`src/rtl/mem_arb_pkg.sv`:
```
// Shared widths, port indices and state encoding for the two-port memory arbiter/sequencer.
package mem_arb_pkg;
   localparam int ADDR_W = 6;
   localparam int DATA_W = 8;
   localparam int CNT_W  = 16;

   localparam logic PORT0 = 1'b0;
   localparam logic PORT1 = 1'b1;

   localparam logic [2:0] ST_IDLE      = 3'd0;
   localparam logic [2:0] ST_WR_LOAD   = 3'd1;
   localparam logic [2:0] ST_WR_COMMIT = 3'd2;
   localparam logic [2:0] ST_RD        = 3'd3;
   localparam logic [2:0] ST_RESP      = 3'd4;

   typedef enum logic [2:0] {
      IDLE      = ST_IDLE,
      WR_LOAD   = ST_WR_LOAD,
      WR_COMMIT = ST_WR_COMMIT,
      RD        = ST_RD,
      RESP      = ST_RESP
   } state_t;
endpackage

```
`src/rtl/mem_arb_if.sv`:
```
// Requester-side handshake bundle: per-port commands in, ack/read data/busy back.
interface mem_arb_if
   import mem_arb_pkg::*;
   ();
   logic [1:0]        req;
   logic [1:0]        we;
   logic [ADDR_W-1:0] addr0;
   logic [ADDR_W-1:0] addr1;
   logic [DATA_W-1:0] wdata0;
   logic [DATA_W-1:0] wdata1;
   logic [1:0]        ack;
   logic [DATA_W-1:0] rdata;
   logic              busy;

   modport slave  (input req, we, addr0, addr1, wdata0, wdata1, output ack, rdata, busy);
   modport master (output req, we, addr0, addr1, wdata0, wdata1, input ack, rdata, busy);
endinterface

```
`src/rtl/mem_arb_rr_arb2.sv`:
```
// Two-way round-robin picker; on contention the port that did not win last time is chosen.
module rr_arb2
   import mem_arb_pkg::*;
(
   input  logic [1:0] req,
   input  logic       last_gnt,
   output logic       gnt_valid,
   output logic       gnt_idx
);
   always_comb begin
      gnt_valid = |req;
      gnt_idx   = PORT0;
      if (req == 2'b11)
         gnt_idx = ~last_gnt;
      else if (req[1])
         gnt_idx = PORT1;
   end
endmodule

```
`src/rtl/mem_arb_ctrl.sv`:
```
// Round-robin sequencer turning per-port read/write commands into the lab memory's
// save_data/write_en/show_reg sequence. Define MEM_ARB_STATS_EN to build the grant counters.
//
// state     | meaning
// IDLE      | waiting for a request, mem controls low
// WR_LOAD   | mem_save high, wdata on mem_din (loads memory data register)
// WR_COMMIT | mem_we high, address on mem_din (data register -> RAM)
// RD        | mem_show high, address on mem_din, rdata captured at cycle end
// RESP      | one-cycle ack to the served port
module mem_arb_ctrl
   import mem_arb_pkg::*;
(
   input  logic              clk,
   input  logic              rst,
   mem_arb_if.slave          bus,
   output logic              mem_save,
   output logic              mem_we,
   output logic              mem_show,
   output logic [DATA_W-1:0] mem_din,
   input  logic [DATA_W-1:0] mem_dout,
   output logic [CNT_W-1:0]  gnt_cnt0,
   output logic [CNT_W-1:0]  gnt_cnt1
);
   state_t            state;
   logic              last_gnt;
   logic              port;
   logic [ADDR_W-1:0] cmd_addr;
   logic              gnt_valid;
   logic              gnt_idx;
   logic              win_we;
   logic [ADDR_W-1:0] win_addr;
   logic [DATA_W-1:0] win_wdata;

   rr_arb2 u_arb (
      .req       (bus.req),
      .last_gnt  (last_gnt),
      .gnt_valid (gnt_valid),
      .gnt_idx   (gnt_idx)
   );

   always_comb begin
      win_we    = bus.we[gnt_idx];
      win_addr  = (gnt_idx == PORT1) ? bus.addr1  : bus.addr0;
      win_wdata = (gnt_idx == PORT1) ? bus.wdata1 : bus.wdata0;
   end

   // Outputs are set on the transition into the state that owns them.
   always_ff @(posedge clk) begin
      if (rst) begin
         state     <= IDLE;
         bus.ack   <= 2'b00;
         bus.rdata <= '0;
         bus.busy  <= 1'b0;
         mem_save  <= 1'b0;
         mem_we    <= 1'b0;
         mem_show  <= 1'b0;
         mem_din   <= '0;
         last_gnt  <= PORT1;
         port      <= PORT0;
         cmd_addr  <= '0;
      end else begin
         case (state)
            IDLE: begin
               if (gnt_valid) begin
                  port     <= gnt_idx;
                  last_gnt <= gnt_idx;
                  cmd_addr <= win_addr;
                  bus.busy <= 1'b1;
                  if (win_we) begin
                     state    <= WR_LOAD;
                     mem_save <= 1'b1;
                     mem_din  <= win_wdata;
                  end else begin
                     state    <= RD;
                     mem_show <= 1'b1;
                     mem_din  <= DATA_W'(win_addr);
                  end
               end
            end
            WR_LOAD: begin
               state    <= WR_COMMIT;
               mem_save <= 1'b0;
               mem_we   <= 1'b1;
               mem_din  <= DATA_W'(cmd_addr);
            end
            WR_COMMIT: begin
               state   <= RESP;
               mem_we  <= 1'b0;
               mem_din <= '0;
               bus.ack <= (port == PORT1) ? 2'b10 : 2'b01;
            end
            RD: begin
               state     <= RESP;
               mem_show  <= 1'b0;
               mem_din   <= '0;
               bus.rdata <= mem_dout;
               bus.ack   <= (port == PORT1) ? 2'b10 : 2'b01;
            end
            RESP: begin
               state    <= IDLE;
               bus.ack  <= 2'b00;
               bus.busy <= 1'b0;
            end
            default: state <= IDLE;
         endcase
      end
   end

`ifdef MEM_ARB_STATS_EN
   // Saturating per-port grant counters.
   always_ff @(posedge clk) begin
      if (rst) begin
         gnt_cnt0 <= '0;
         gnt_cnt1 <= '0;
      end else if (state == IDLE && gnt_valid) begin
         if (gnt_idx == PORT0 && gnt_cnt0 != '1)
            gnt_cnt0 <= gnt_cnt0 + CNT_W'(1);
         if (gnt_idx == PORT1 && gnt_cnt1 != '1)
            gnt_cnt1 <= gnt_cnt1 + CNT_W'(1);
      end
   end
`else
   assign gnt_cnt0 = '0;
   assign gnt_cnt1 = '0;
`endif
endmodule
```
`src/flat_wrapper.sv`:
```
// flat-port wrapper written by rule: the top's interface ports become plain ports
module mem_arb_ctrl_flat import mem_arb_pkg::*;
  (clk, rst, mem_save, mem_we, mem_show, mem_din, mem_dout, gnt_cnt0, gnt_cnt1, bus_req, bus_we, bus_addr0, bus_addr1, bus_wdata0, bus_wdata1, bus_ack, bus_rdata, bus_busy);
  mem_arb_if bus_i ();
  input  logic clk;
  input  logic rst;
  output logic mem_save;
  output logic mem_we;
  output logic mem_show;
  output logic [DATA_W-1:0] mem_din;
  input  logic [DATA_W-1:0] mem_dout;
  output logic [CNT_W-1:0] gnt_cnt0;
  output logic [CNT_W-1:0] gnt_cnt1;
  input wire logic [$bits(bus_i.req)-1:0] bus_req;
  input wire logic [$bits(bus_i.we)-1:0] bus_we;
  input wire logic [$bits(bus_i.addr0)-1:0] bus_addr0;
  input wire logic [$bits(bus_i.addr1)-1:0] bus_addr1;
  input wire logic [$bits(bus_i.wdata0)-1:0] bus_wdata0;
  input wire logic [$bits(bus_i.wdata1)-1:0] bus_wdata1;
  output wire logic [$bits(bus_i.ack)-1:0] bus_ack;
  output wire logic [$bits(bus_i.rdata)-1:0] bus_rdata;
  output wire logic [$bits(bus_i.busy)-1:0] bus_busy;
  assign bus_i.req = bus_req;
  assign bus_i.we = bus_we;
  assign bus_i.addr0 = bus_addr0;
  assign bus_i.addr1 = bus_addr1;
  assign bus_i.wdata0 = bus_wdata0;
  assign bus_i.wdata1 = bus_wdata1;
  assign bus_ack = bus_i.ack;
  assign bus_rdata = bus_i.rdata;
  assign bus_busy = bus_i.busy;
  mem_arb_ctrl u_core (.clk(clk), .rst(rst), .bus(bus_i), .mem_save(mem_save), .mem_we(mem_we), .mem_show(mem_show), .mem_din(mem_din), .mem_dout(mem_dout), .gnt_cnt0(gnt_cnt0), .gnt_cnt1(gnt_cnt1));
endmodule
```
`config.mk`:
```
export PLATFORM = sky130hd
export DESIGN_NAME = mem_arb_ctrl_flat
export DESIGN_NICKNAME = d
export VERILOG_FILES = /design/src/rtl/mem_arb_pkg.sv /design/src/rtl/mem_arb_if.sv /design/src/rtl/mem_arb_rr_arb2.sv /design/src/rtl/mem_arb_ctrl.sv /design/src/flat_wrapper.sv
export SDC_FILE = /design/constraint.sdc
export NUM_CORES = 1
export LEC_CHECK = 0
export BUFFER_PORTS_ARGS = -buffer_cell sky130_fd_sc_hd__clkbuf_2
export CAP_MARGIN = 0
export CORE_UTILIZATION = 46
export CTS_CLUSTER_DIAMETER = 60
export CTS_CLUSTER_SIZE = 25
export DETAILED_ROUTE_END_ITERATION = 10
export GPL_ROUTABILITY_DRIVEN = 0
export PLACE_DENSITY = 0.81
export SYNTH_ARGS = -nofsm -noshare
export SYNTH_HDL_FRONTEND = slang
export SYNTH_SLANG_ARGS = --single-unit
```
`constraint.sdc`:
```
create_clock -name clk -period 1.9 [get_ports clk]
set_clock_uncertainty 0.2 [all_clocks]
set_input_delay 0.19 -clock clk [delete_from_list [all_inputs] [get_ports clk]]
set_output_delay 0.19 -clock clk [all_outputs]
set_load 0.02 [all_outputs]
```
* After elaboration in Yosys (flattened, before gate mapping)
Cells that the tools add are included.
** Storage, ports and cells
- Flip-flop bits (word level) :: 33
- Logic and storage cells :: 58
** Operators by class
- Eq/ne operators :: 8
- Mux-type cells :: 23
- Bitwise logic cells :: 1
- Magnitude comparators :: 1
- Reductions and logical operators :: 14
** Operators by type and width (number)
- $mux 8 :: 3
- $pmux 8 s3 :: 1
- $reduce_bool 2->1 :: 5
- $mux 1 :: 9
- $pmux 3 s3 :: 1
- $pmux 1 s2 :: 4
- $eq 3x2->1 const B :: 2
- $mux 6 :: 1
- $reduce_and 2->1 :: 3
- $reduce_and 3->1 :: 2
- $mux 2 :: 2
- $ne 2x1->1 const B :: 2
- $pmux 2 s2 :: 1
- $reduce_or 2->1 :: 2
- $eq 3x1->1 const B :: 1
- $eq 3x3->1 const B :: 1
- $logic_not 3->1 :: 1
- $mux 3 :: 1
- $reduce_bool 3->1 :: 1
- $eq 2x2->1 const B :: 1
- $lt 1x2->1 const B :: 1
- $ne 2x2->1 const B :: 1
- $not 1->1 :: 1

* Longest topological paths before layout
- Depth after elaboration :: 7
- Gate-level depth with buffers :: 6
- Gate-level depth less buffers :: 4

* Modules after synthesis
From an unflattened synthesis, not the netlist that was laid out.
** Unflattened totals
- Cell total of the unflattened synthesis :: 219
- Area total of the unflattened synthesis :: 2074.5 um2
** By module, submodules not included
- mem_arb_ctrl :: cells an instance 217, times used 1, area each 2060.7 um2, seq. area each 660.6 um2
- rr_arb2 :: cells an instance 2, times used 1, area each 13.8 um2, seq. area each 0.0 um2

* Worst setup path before layout
OpenSTA, ideal clock, no wires.
- Path type :: register to register
- From :: reg u_core.state[2]
- To :: reg u_core.mem_din[0]
- Required time :: 1.578 ns
- Arrival time :: 1.174 ns
- Setup time :: 0.122 ns
- Setup slack :: 0.404 ns
- Cell stages (with the launch flop) :: 6
- Cells stage by stage :: dfxtp_1 buf_4 nor2_2 and3_4 buf_6 a221o_1
** Between the ends
- Cells in the longest elaborated chain, start to end :: 4
** Ends and longest elaborated chain
- start, declared :: RTL line mem_arb_ctrl.sv:24 : state_t state;
- start signal, assigned :: RTL line mem_arb_ctrl.sv:50 : state <= IDLE;
- start signal, assigned :: RTL line mem_arb_ctrl.sv:70 : state <= WR_LOAD;
- start signal, assigned :: RTL line mem_arb_ctrl.sv:74 : state <= RD;
- $eq 3x2->1 :: RTL line mem_arb_ctrl.sv:62 : case (state)
- $reduce_or 2->1 (no line)
- $reduce_bool 3->1 (no line)
- $reduce_and 2->1 (no line)
- end signal, assigned :: RTL line mem_arb_ctrl.sv:72 : mem_din <= win_wdata;
- end signal, assigned :: RTL line mem_arb_ctrl.sv:76 : mem_din <= DATA_W'(win_addr);
- end signal, assigned :: RTL line mem_arb_ctrl.sv:84 : mem_din <= DATA_W'(cmd_addr);
- end, declared :: RTL line mem_arb_ctrl.sv:19 : output logic [DATA_W-1:0] mem_din,
Parallel ways exist; a longest one is shown, timed or not.
A chain may end at the register's enable or synchronous reset.

* Worst setup path in the final report
- From :: reg u_core.state[1]
- To :: reg u_core.mem_din[7]
Same word-level chain as after synthesis.

==> metrics.md <==
| Metric | Value |
|---|---|
| Status | `completed` |
| NetSw | `655 uW` |
| Worst path buffer plus inverter count | `1` |
| # fillers | `342` |
| Switching Share | `34.3%` |
| Area growth, synth to finish | `20.9%` |
| Period utilization | `86.0%` |
| DR iter-0 viols | `108` |
| Register area | `661 sq um` |
| Antenna violations before repair | `0` |
| Drt pass-1 iters | `4` |
| Num ports | `96` |
| Grt total ovfl | `0` |
| Post-CTS resize count | `0` |
| Min cycle time layout | `1.63 ns` |
| Pwr Density | `831 mW/mm^2` |
| Hold Violations, Final | `0` |
| WP data required | `1.86 ns` |
| Total GRT Usage | `20.9%` |
| Crit Path Category | `register to register` |
| Netlist Area Pre-Place | `0.00190 sq mm` |
| Crit-path max cell delay | `0.50 ns` |
| Fmax | `612 MHz` |
| H-tree Lvls | `2` |
| Setup Slack @ Placement | `0.260 ns` |
| Slowest CP cell | `dfxtp_1` |
| Die height | `66.2 um` |
| CP Max Fanout | `8` |
| Clk root buf | `clkbuf_8` |
| Cell mode on critical path | `nor2_1` |
| Setup TNS | `0 ns` |
| # port buffers | `63` |
| Reg clk slew, reported paths | `0.07 ns` |
| Crit path DAT | `1.60 ns` |
| Seq/Total Area, Yosys | `34.8%` |
| Critical Path End Type | `register` |
| Via density per instance | `4.95` |
| Dominant synthesized flop cell | `dfxtp_1` |
| Syn. warnings | `0` |
| Number of global-route vias before repair | `1484` |
| ANT cells | `0` |
| Worst hold path type | `input port to register` |
| Clock sinks | `33` |
| First-pass GRT wire length | `6890 um` |
| Post-route antenna net violation count | `0` |
| Hold_ws | `0.0335 ns` |
| Routed wire per std cell | `12.7 um` |
| Routed wire length | `4160 um` |
| Sequence of cells on the critical path | `nor2_1 -> a21oi_1 -> nor2_1 -> buf_4 -> a221o_1` |
| Final setup viols | `0` |
| Clock buffer depth | `2` |
| Final cell count without fillers | `327` |
| Peak supply drop | `0.473 mV` |
| Fin nets | `320` |
| Final instance area | `0.00229 sq mm` |
| Internal Power | `1.25 mW` |
| Clk Latency, worst-skew pair | `0.28 ns` |
| # DRC | `0` |
| DP Area | `0.00211 sq mm` |
| Area of the multi-input gates | `988 sq um` |
| RSZ-0062 raised after global routing | `no` |
| Post-synth EDFFs | `0` |
| Setup ws final | `0.266 ns` |
| Num CTS Buffers | `5` |
| Core ar. | `0.00380 sq mm` |
| CP startpoint kind | `register` |
| Leak Pwr | `1.06 nW` |
| Clk pwr share | `26.3%` |
| Cell Rows | `22` |
| Die width | `66.2 um` |
| Seq pwr share | `43.9%` |
| Gate power share | `29.9%` |
| Share of cells above drive strength 1 | `36.2%` |
| Cell count after synthesis | `205` |
| CTS tree | `done` |
| Mean Syn Cell Area | `9.26 sq um` |
| Design Power | `1.91 mW` |
| Yosys cell types | `41` |
| Final max-slew violation count | `0` |
| Initial core utilization | `50.0%` |
| MaxCap Viol Count | `0` |
| Largest net degree at the start of global routing | `24` |
| Register bit total from synthesis | `33` |
| Dpl cells | `309` |
| CP top delay family | `flip-flops` |
| Final core area utilization | `60.4%` |
| DIE AREA | `0.00439 sq mm` |
| Final HPWL DP | `2960 um` |
| DR vias | `1620` |
| Async set-reset flop share out of synthesis | `0%` |
repair_timing:
item | 4_1_cts | 5_1_grt
endpoints found under the hold margin | 10 | 0
hold buffers | 10 | 0
setup buffers | 0 | 0
path summary, 6_finish.rpt:
kind | endpoint | depth (start not counted) | start | slack, ns
worst min register to register | u_core.mem_save$_SDFFE_PP0P_ | 2 | u_core.mem_save$_SDFFE_PP0P_ | 0.26
worst min-delay path | u_core.last_gnt$_SDFFE_PP1P_ | 3 | rst | 0.03
worst max register to register | u_core.mem_din[7]$_SDFFE_PP0P_ | 5 | u_core.state[1]$_SDFFE_PP0P_ | 0.27
worst max-delay path | u_core.mem_din[7]$_SDFFE_PP0P_ | 5 | u_core.state[1]$_SDFFE_PP0P_ | 0.27
worst register-to-register path, delay by kind of cell (launching register included):
kind,cells,cell delay (ns)
AOI/OAI and AO/OA,2,0.49
buffers and inverters,1,0.16
and+or+nand+nor,2,0.17
DFF,1,0.50
sequential cells by signal (all words and copies together) (netlist names):
| signal | flops |
|---|---|
| u_core.bus.ack | 2 |
| u_core.last_gnt | 1 |
| u_core.port | 1 |
| u_core.mem_save | 1 |
| u_core.cmd_addr | 6 |
| u_core.bus.busy | 1 |
| u_core.state | 3 |
| u_core.mem_show | 1 |
| u_core.mem_we | 1 |
| u_core.bus.rdata | 8 |
| u_core.mem_din | 8 |
synth_stat cells (2+ instances only):
cell	instances	area share, %
dfxtp_1	33	35
o21ai_0	2	0.53
inv_1	3	0.59
nor2_2	5	1.6
nand2b_1	2	0.66
a211oi_1	8	3.2
buf_6	5	3.0
clkbuf_1	2	0.40
nor2b_1	7	2.3
nand2_1	12	2.4
buf_2	4	1.1
nor2_1	11	2.2
a21oi_1	16	4.2
a221o_1	7	3.7
buf_4	33	13
a211oi_2	9	5.9
nand3_1	10	2.6
mux2i_1	13	6.9
cell usage in the layout (no fill, tap or decap), types with 2 or more instances in the layout:
cell and n:
clkbuf_2 63, dfxtp_1 33, conb_1 32, a21oi_1 16, mux2i_1 13, nand2_1 12
nor2_1 11, nand3_1 10, dlygate4sd3_1 10, a211oi_2 9, a211oi_1 8, nor2b_1 7
a221o_1 7, buf_4 7, nor2_2 5, clkbuf_8 5, inv_1 3, nand2b_1 2
o21ai_0 2, clkinv_2 2
layer usage:
layer  vias to the layer above  global-route usage, %  share of wire, %
met5                         -                      0                 0
met4                         0                   9.31               2.3
met3                         8                   6.38               6.4
met2                        70                   32.1                47
met1                       732                   26.7                44
li1                        810                      -                 -
power by group through the flow:
stage	logic, mW	clock network (mW)	registers, mW
finish	0.570	0.501	0.837
global route	0.624	0.546	0.848
CTS	0.568	0.510	0.836
detailed placement	0.551	0	0.851
global placement	0.542	0	0.849
floorplan	0.425	0	0.888
cell type report:
class / instances / share of cell area, %
Clock buffer: 6 / 3.16
Clock inverter: 2 / 0.436
Inverter: 4 / 0.654
Multi-Input combinational cell: 153 / 43.1
Sequential cell: 33 / 28.8
Tap cell: 48 / 2.62
Timing Repair Buffer: 81 / 21.3
logic make-up after synthesis:
| group | share of synthesized area, % |
|---|---|
| buffers and inverters | 19.2 |
| other | 0.198 |
| AOI/OAI and AO/OA | 22.1 |
| and+or+nand+nor | 16.2 |
| DFF | 34.8 |
| muxes | 7.45 |
No activity file was read; power rests on OpenSTA's default activity.
